$ cat config.mk
export PLATFORM = sky130hd
export DESIGN_NAME = float_mul_seq
export DESIGN_NICKNAME = d
export VERILOG_FILES = /design/src/rtl/float_mul_seq.sv
export SDC_FILE = /design/constraint.sdc
export NUM_CORES = 1
export LEC_CHECK = 0
export BUFFER_PORTS_ARGS = -buffer_cell sky130_fd_sc_hd__buf_2
export CAP_MARGIN = 20
export CORE_MARGIN = 2
export CORE_UTILIZATION = 28
export DETAILED_ROUTE_END_ITERATION = 10
export GPL_TIMING_DRIVEN = 1
export PLACE_DENSITY = 0.45
export SLEW_MARGIN = 20
export SYNTH_ARGS = -nofsm -noshare
export SYNTH_HDL_FRONTEND = slang
export SYNTH_SLANG_ARGS = --single-unit
$ cat constraint.sdc
create_clock -name clk -period 4.9 [get_ports clk]
set_clock_uncertainty 0.1 [all_clocks]
set_input_delay 0.245 -clock clk [delete_from_list [all_inputs] [get_ports clk]]
set_output_delay 0.245 -clock clk [all_outputs]
set_load 0.005 [all_outputs]
$ cat src/rtl/float_mul_seq.sv
// Sequential IEEE-754 single-precision multiplier: responder on the nd/rfd/rdy handshake,
// one operation in flight, fixed 26-cycle latency from capture to rdy.
module float_mul_seq #(
  parameter int FRAC_W = 23,
  parameter int EXP_W  = 8
) (
  input  logic                     clk,
  input  logic                     rst_n,
  input  logic [EXP_W+FRAC_W:0]    a,
  input  logic [EXP_W+FRAC_W:0]    b,
  input  logic                     operation_nd,
  output logic                     operation_rfd,
  output logic [EXP_W+FRAC_W:0]    result,
  output logic                     rdy,
  output logic                     underflow,
  output logic                     overflow,
  output logic                     invalid_op,
  output logic [1:0]               o_dbg_state
);

  localparam int W    = EXP_W + FRAC_W + 1;
  localparam int MW   = FRAC_W + 1;
  localparam int PW   = 2 * MW;
  localparam int XW   = EXP_W + 2;
  localparam int BIAS = (1 << (EXP_W - 1)) - 1;
  localparam int EMAX = (1 << EXP_W) - 1;

  typedef enum logic [1:0] {S_IDLE, S_UNPACK, S_MUL, S_ROUND} state_t;

  // Handshake: operands are taken on an edge where operation_nd=1 and operation_rfd=1;
  // rfd is low for the whole operation, and rdy is a one-cycle pulse with rfd high again.
  state_t          r_state, w_next;
  logic [W-1:0]    r_a, r_b, r_result;
  logic            r_a_zero, r_a_inf, r_a_nan, r_b_zero, r_b_inf, r_b_nan;
  logic [XW-1:0]   r_exp;
  logic [PW-1:0]   r_mcand, r_acc;
  logic [MW-1:0]   r_mplier;
  logic [4:0]      r_cnt;
  logic            r_rdy, r_uf, r_of, r_inv;

  logic [EXP_W-1:0]  w_ea, w_eb;
  logic [FRAC_W-1:0] w_fa, w_fb;
  logic              w_sign, w_norm, w_guard, w_sticky, w_rup;
  logic [PW-2:0]     w_prod;
  logic [FRAC_W-1:0] w_frac;
  logic [FRAC_W:0]   w_frac_r;
  logic [XW-1:0]     w_exp_f;
  logic [W-1:0]      w_res;
  logic              w_uf, w_of, w_inv;

  always_ff @(posedge clk or negedge rst_n) begin
    if (!rst_n) r_state <= S_IDLE;
    else        r_state <= w_next;
  end

  always_comb begin
    w_next = r_state;
    unique case (r_state)
      S_IDLE:   if (operation_nd) w_next = S_UNPACK;
      S_UNPACK: w_next = S_MUL;
      S_MUL:    if (r_cnt == 5'(MW - 1)) w_next = S_ROUND;
      S_ROUND:  w_next = S_IDLE;
      default:  w_next = S_IDLE;
    endcase
  end

  assign w_ea   = r_a[W-2:FRAC_W];
  assign w_eb   = r_b[W-2:FRAC_W];
  assign w_fa   = r_a[FRAC_W-1:0];
  assign w_fb   = r_b[FRAC_W-1:0];
  assign w_sign = r_a[W-1] ^ r_b[W-1];

  // Normalise so the leading one sits at bit PW-1, then round to nearest even.
  assign w_norm   = r_acc[PW-1];
  assign w_prod   = w_norm ? r_acc[PW-2:0] : {r_acc[PW-3:0], 1'b0};
  assign w_frac   = w_prod[PW-2 -: FRAC_W];
  assign w_guard  = w_prod[PW-2-FRAC_W];
  assign w_sticky = |w_prod[PW-3-FRAC_W:0];
  assign w_rup    = w_guard & (w_sticky | w_frac[0]);
  assign w_frac_r = {1'b0, w_frac} + (FRAC_W+1)'(w_rup);
  assign w_exp_f  = r_exp + XW'(w_norm) + XW'(w_frac_r[FRAC_W]);

  always_comb begin
    w_res = {w_sign, w_exp_f[EXP_W-1:0], w_frac_r[FRAC_W-1:0]};
    w_uf  = 1'b0;
    w_of  = 1'b0;
    w_inv = 1'b0;
    if (r_a_nan || r_b_nan || (r_a_zero && r_b_inf) || (r_b_zero && r_a_inf)) begin
      w_res = {1'b0, {EXP_W{1'b1}}, 1'b1, {(FRAC_W-1){1'b0}}};
      w_inv = 1'b1;
    end else if (r_a_inf || r_b_inf) begin
      w_res = {w_sign, {EXP_W{1'b1}}, {FRAC_W{1'b0}}};
    end else if (r_a_zero || r_b_zero) begin
      w_res = {w_sign, {(W-1){1'b0}}};
    end else if ($signed(w_exp_f) >= $signed(XW'(EMAX))) begin
      w_res = {w_sign, {EXP_W{1'b1}}, {FRAC_W{1'b0}}};
      w_of  = 1'b1;
    end else if (w_exp_f[XW-1] || (w_exp_f == '0)) begin
      w_res = {w_sign, {(W-1){1'b0}}};
      w_uf  = 1'b1;
    end
  end

  always_ff @(posedge clk or negedge rst_n) begin
    if (!rst_n) begin
      r_a <= '0; r_b <= '0; r_result <= '0;
      r_a_zero <= 1'b0; r_a_inf <= 1'b0; r_a_nan <= 1'b0;
      r_b_zero <= 1'b0; r_b_inf <= 1'b0; r_b_nan <= 1'b0;
      r_exp <= '0; r_mcand <= '0; r_mplier <= '0; r_acc <= '0; r_cnt <= '0;
      r_rdy <= 1'b0; r_uf <= 1'b0; r_of <= 1'b0; r_inv <= 1'b0;
    end else begin
      r_rdy <= 1'b0;
      r_uf  <= 1'b0;
      r_of  <= 1'b0;
      r_inv <= 1'b0;
      unique case (r_state)
        S_IDLE: begin
          if (operation_nd) begin
            r_a <= a;
            r_b <= b;
          end
        end
        S_UNPACK: begin
          // Exponent field zero covers both true zero and denormals (flushed).
          r_a_zero <= (w_ea == '0);
          r_a_inf  <= (w_ea == '1) && (w_fa == '0);
          r_a_nan  <= (w_ea == '1) && (w_fa != '0);
          r_b_zero <= (w_eb == '0);
          r_b_inf  <= (w_eb == '1) && (w_fb == '0);
          r_b_nan  <= (w_eb == '1) && (w_fb != '0);
          r_exp    <= {2'b00, w_ea} + {2'b00, w_eb} - XW'(BIAS);
          r_mcand  <= (w_ea == '0) ? '0 : {{MW{1'b0}}, 1'b1, w_fa};
          r_mplier <= (w_eb == '0) ? '0 : {1'b1, w_fb};
          r_acc    <= '0;
          r_cnt    <= '0;
        end
        S_MUL: begin
          if (r_mplier[0]) r_acc <= r_acc + r_mcand;
          r_mcand  <= r_mcand << 1;
          r_mplier <= r_mplier >> 1;
          r_cnt    <= (r_cnt == 5'(MW - 1)) ? 5'd0 : r_cnt + 5'd1;
        end
        S_ROUND: begin
          r_result <= w_res;
          r_uf     <= w_uf;
          r_of     <= w_of;
          r_inv    <= w_inv;
          r_rdy    <= 1'b1;
        end
        default: ;
      endcase
    end
  end

  assign operation_rfd = (r_state == S_IDLE);
  assign result        = r_result;
  assign rdy           = r_rdy;
  assign underflow     = r_uf;
  assign overflow      = r_of;
  assign invalid_op    = r_inv;
  assign o_dbg_state   = r_state;

endmodule
Word-level counts from Yosys, hierarchy flattened
Cells that the tools add are included.
{"block": "totals", "register_bits": 243, "out_inout_bits": 39, "word_cells": 95}
{"block": "classes", "addsub": 7, "n_lt_le_gt_ge": 1, "eq_ne": 9, "muxes": 31, "bitwise": 3, "reduce_logical": 25}
{"cell": "$pmux 48 s2", "n": 2}
{"cell": "$mux 31", "n": 4}
{"cell": "$add 48x48->48", "n": 1}
{"cell": "$mux 24", "n": 2}
{"cell": "$mux 48", "n": 1}
{"cell": "$pmux 24 s2", "n": 1}
{"cell": "$mux 47", "n": 1}
{"cell": "$logic_not 23->1", "n": 2}
{"cell": "$reduce_bool 23->1", "n": 2}
{"cell": "$mux 32", "n": 1}
{"cell": "$add 23x1->24", "n": 1}
{"cell": "$reduce_or 23->1", "n": 1}
{"cell": "$add 10x1->10", "n": 2}
{"cell": "$eq 8x8->1 const B", "n": 2}
{"cell": "$logic_not 8->1", "n": 2}
{"cell": "$mux 1", "n": 14}
{"cell": "$ge 10x9->1 const B", "n": 1}
{"cell": "$logic_not 10->1", "n": 1}
{"cell": "$pmux 5 s2", "n": 1}
{"cell": "$sub 9x7->10 const B", "n": 1}
{"cell": "$add 8x8->9", "n": 1}
{"cell": "$pmux 2 s4", "n": 1}
{"cell": "$logic_and 1x1->1", "n": 6}
{"cell": "$logic_or 1x1->1", "n": 6}
{"cell": "13 further kinds", "n": 19}

Depth between registers and ports, before layout
{"block": "depth", "word_depth": 14, "ltp_mapped": 21}

Least setup slack after synthesis
OpenSTA, ideal clock, no wires.
{"block": "synth_timing", "path_type": "register to register", "from": "register r_acc[34]", "to": "register r_result[21], in the netlist result[21]", "setup_time_ns": 0.119, "arrival_ns": 4.219, "required_time_ns": 4.681, "slack_ns": 0.462, "stages_incl_launch_ff": 22, "n_path_buf": 3, "period_less_slack_ns": 4.438, "cell_sequence": "dfrtp_1 -> nor2b_1 -> o21ai_1 -> nor3b_1 -> nand3_1 -> nor4b_2 -> nand2_1 -> a211o_1 -> fa_1 -> inv_1 -> ha_1 -> clkbuf_1 -> xor2_1 -> nand4_1 -> o31ai_1 -> a21oi_1 -> a311oi_2 -> nand2b_1 -> buf_4 -> nand2b_4 -> buf_8 -> o2bb2ai_2"}
{"block": "synth_between", "elab_chain_len": 10, "word_cells_on_any_way": 11, "cone_classes": "add/sub: 2; order compare: 1; mux: 6; reduce/logical: 2"}
{"item": "start: declaration", "line_no": "36", "source": "logic [PW-1:0] r_mcand, r_acc;"}
{"item": "start signal: assignment", "line_no": "138", "source": "if (r_mplier[0]) r_acc <= r_acc + r_mcand;"}
{"item": "$mux 47 (*)", "line_no": "75", "source": "assign w_prod = w_norm ? r_acc[PW-2:0] : {r_acc[PW-3:0], 1'b0};"}
{"item": "$add 23x1->24 (*)", "line_no": "80", "source": "assign w_frac_r = {1'b0, w_frac} + (FRAC_W+1)'(w_rup);"}
{"item": "parallel branches: the longest is 4 deep, another holds $add 10x1->10"}
{"item": "$mux 31 (*)", "line_no": "95", "source": "end else if ($signed(w_exp_f) >= $signed(XW'(EMAX))) begin"}
{"item": "$mux 31 (*)", "line_no": "93", "source": "end else if (r_a_zero || r_b_zero) begin"}
{"item": "$mux 31 (*)", "line_no": "91", "source": "end else if (r_a_inf || r_b_inf) begin"}
{"item": "$mux 32 (*)", "line_no": "88", "source": "if (r_a_nan || r_b_nan || (r_a_zero && r_b_inf) || (r_b_zero && r_a_inf)) begin"}
{"item": "end signal: assignment", "line_no": "144", "source": "r_result <= w_res;"}
{"item": "end: declaration", "line_no": "33", "source": "logic [W-1:0] r_a, r_b, r_result;"}
Mark *: on every way between the ends.
A chain may end at the register's enable or synchronous reset.

Worst setup path in the final report
{"block": "layout_timing", "from": "register r_acc[47]", "to": "register r_result[0], in the netlist result[0]"}
{"block": "layout_between", "elab_chain_len": 13, "word_cells_on_any_way": 15, "cone_classes": "add/sub: 3; order compare: 1; mux: 6; bitwise: 2; reduce/logical: 3"}
{"item": "parallel branches: the longest is 9 deep, another holds $add 23x1->24"}
{"item": "$mux 31 (*)", "line_no": "95"}
{"item": "$mux 31 (*)", "line_no": "93"}
{"item": "$mux 31 (*)", "line_no": "91"}
{"item": "$mux 32 (*)", "line_no": "88"}
Marked as above.

==> impl_metrics.tcl <==
set metrics [dict create \
    die_h_um 229 \
    row_count 82 \
    track_usage_pct 14.7 \
    gp_congestion 0.822 \
    routedWlPerCell_um 16.5 \
    area_growth_pct 21.7 \
    synthFlopType "dfrtp_1" \
    die_width_um 229 \
    num_io_pins 106 \
    drv_slew 0 \
    slew-limit-headroom_pct 35.7 \
    synth_nets 1623 \
    ant_nets 0 \
    synth_area_leader_cell "dfrtp_1" \
    switching_share_pct 41.1 \
    fin_ws_ns 0.391 \
    timing.rr.start "r_acc[47]" \
    r2r_cells 18 \
    diodes 0 \
    cts_buffers 30 \
    fin_crit_sh_pct 92.0 \
    grt_pass1_vias 11400 \
    tns_ns 0 \
    worst_slew_pin_slew_ns 0.965 \
    drv_cap 0 \
    worstPathMaxFanout 21 \
    ys_ff_latch 243 \
    synth_area_leaders "dfrtp_1 43%, a21oi_1 6.3%, ha_1 6.1%, mux2_2 5.8%, nand2_1 3.2%" \
    synth_top_area_share_pct 43.1 \
    synth.distinct_cells 84 \
    leakagePower_uw 0.00753 \
    max_freq_mhz 222 \
    path_class "reg -> reg" \
    syn_avg_cell_area_um2 9.51 \
    layout_common_cells "242 x dfrtp_1, 177 x a21oi_1, 117 x nand2_1, 104 x buf_2, 98 x nor2_1" \
    grt_max_degree 120 \
    grtUsageMet1_pct 20.9 \
    outcome "finished clean" \
    cp.arrival_ns 4.86 \
    synth_area_um2 14100 \
    use_met2_pct 23.5 \
    clock-root-buffer "clkbuf_16" \
    synthCells 1484 \
    dr.first_iter.drc_count 675 \
    antenna_found_initial 0 \
    insertion_delay_ns 0.59 \
    powerDensity_nw_per_um2 606 \
    yosysSeqAreaShare_pct 43.1 \
    nets 1778 \
    avgViaCountPerCell 4.86 \
    overflow 0 \
    ys_warn_count 0 \
    dp_slack_ns -0.0316 \
    layout_commonest_cell "dfrtp_1" \
    use_met3_pct 2.33 \
    critPathRequiredTime_ns 5.25 \
    htreeDepth 1 \
    dp_hpwl_mm 26.7 \
    layout-drive-gt1-share_pct 19.2 \
    regToRegEndpoint "result[0]" \
    top_usage_layer "met2" \
    dr.pass1.iters 5 \
    vdd_drop_max_mv 0.349 \
    via_count 11300 \
    synth_enable_flop_cells 0 \
    rsz0062_at_grt "false" \
    grt_pass1_wl_mm 63.1 \
    p_int_uw 6130 \
    timing.final.crit_period_ns 4.51 \
    power_frac_seq_pct 32.4 \
    finalHoldViolCount 0 \
    rrSetupSlack_ns 0.39 \
    hold_ws_ns 0.236 \
    cts_sinks 243 \
    fp.coreArea_um2 50000 \
    net-switching-power_uw 4280 \
    hold_class "in -> async" \
    setup_violations 0 \
    drc 0 \
    clockPowerShare_pct 22.1 \
    power_frac_comb_pct 45.5 \
    die_area_um2 52200 \
    worst_setup_path_end_kind "flip-flop" \
    ctsLongestPathBuffers 3 \
    tritoncts "built" \
    start_util_pct 28.2 \
    postCtsSetupBuffers 0 \
    finalWirelength_mm 38.6 \
    port_buffers 105 \
    cts.reportedPaths.clkPinSlew_ns 0.06 \
    async_flop_share_pct 100 \
    crit_path_start_kind "flip-flop" \
    fillers 5124 \
]
layout make-up:
cell class	instances	area, um2	share of cell area [%]
Clock buffer	41	882	5.13
Clock inverter	14	156	0.910
Inverter	73	274	1.59
Multi-Input combinational cell	1095	7530	43.8
Sequential cell	243	6080	35.4
Tap cell	672	841	4.89
Timing Repair Buffer	196	1410	8.22
routing by layer:
metal	wire, um	share of wire [%]	up-vias
li1	-	-	5643
met3	1360	3.5	52
met1	19300	50	5454
met2	17100	44	187
met4	806	2.1	0
met5	0	0	-
stage by stage:
step           cells  util (%)  cell area (um2)  power, uW
2_1_floorplan   1484         -            14100       6790
3_3_place_gp    2209      30.8            15400       8000
3_5_place_dp    2209      30.8            15400       8040
4_1_cts         2331      34.2            17100      10500
5_1_grt         2334      34.4            17200      11300
6_report        2334      34.4            17200      10400
synth_stat cells (48+ instances only):
cell,number
ha_1,69
o21ai_0,89
nand2_1,119
mux2_2,73
xnor2_1,48
nor2_1,98
inv_1,72
a21oi_1,178
and3_1,53
dfrtp_1,243
clkbuf_1,63
nand3_1,59
flip-flops by register name (all words and copies together) (netlist names):
| signal | count |
|---|---|
| invalid_op | 1 |
| o_dbg_state | 2 |
| overflow | 1 |
| r_a | 32 |
| r_a_inf | 1 |
| r_a_nan | 1 |
| r_a_zero | 1 |
| r_acc | 48 |
| r_b | 32 |
| r_b_inf | 1 |
| r_b_nan | 1 |
| r_b_zero | 1 |
| r_cnt | 5 |
| r_exp | 10 |
| r_mcand | 48 |
| r_mplier | 24 |
| rdy | 1 |
| result | 32 |
| underflow | 1 |
cells by family after synthesis:
group | after synthesis | synth area share [%]
simple gates | 427 | 14.7
buf+inv | 149 | 4.32
fa+ha+maj | 72 | 6.54
flops | 243 | 43.1
xor+xnor | 82 | 5.09
compound gates | 432 | 20.0
mux | 79 | 6.25
power groups by stage:
stage | registers [uW] | clock network (uW) | logic, uW
after floorplan | 3160 | 0 | 3630
after global placement | 3390 | 0 | 4610
after detailed placement | 3400 | 0 | 4640
after CTS | 3370 | 2380 | 4720
after global routing | 3480 | 2470 | 5350
final | 3370 | 2300 | 4740
worst max-delay path, stage by stage, from the launching register on:
cell and delay [ns]:
dfrtp_2 0.46, buf_6 0.23, a21oi_1 0.10, nor3b_2 0.24, nand3_1 0.18, nor4b_4 0.41, nand2_1 0.15, a211o_1 0.31
fa_1 0.40, nor2b_2 0.17, nand2_1 0.11, xnor2_2 0.19, nand4_1 0.13, o31ai_1 0.21, a21oi_1 0.11, a311oi_2 0.29
nand2b_4 0.24, nand2b_4 0.23, o2bb2ai_1 0.10
worst max-delay path by stage:
stage	from	end	slack, ns
finish	r_acc[47]	result[0]	0.39
global route	r_acc[47]	result[0]	0.04
CTS	r_acc[47]	result[0]	0.002
detailed placement	r_acc[47]	result[1]	-0.03
global placement	r_acc[47]	result[0]	0.02
floorplan	r_acc[34]	result[21]	0.46
what timing repair did:
action	4_1_cts	5_1_grt
pin swaps	0	1
hold buffers	66	0
endpoints found under the hold margin	177	0
cloned	1	2
gates resized for setup	2	10
setup endpoints to repair	22	31
(Power assumes the default switching activity.)
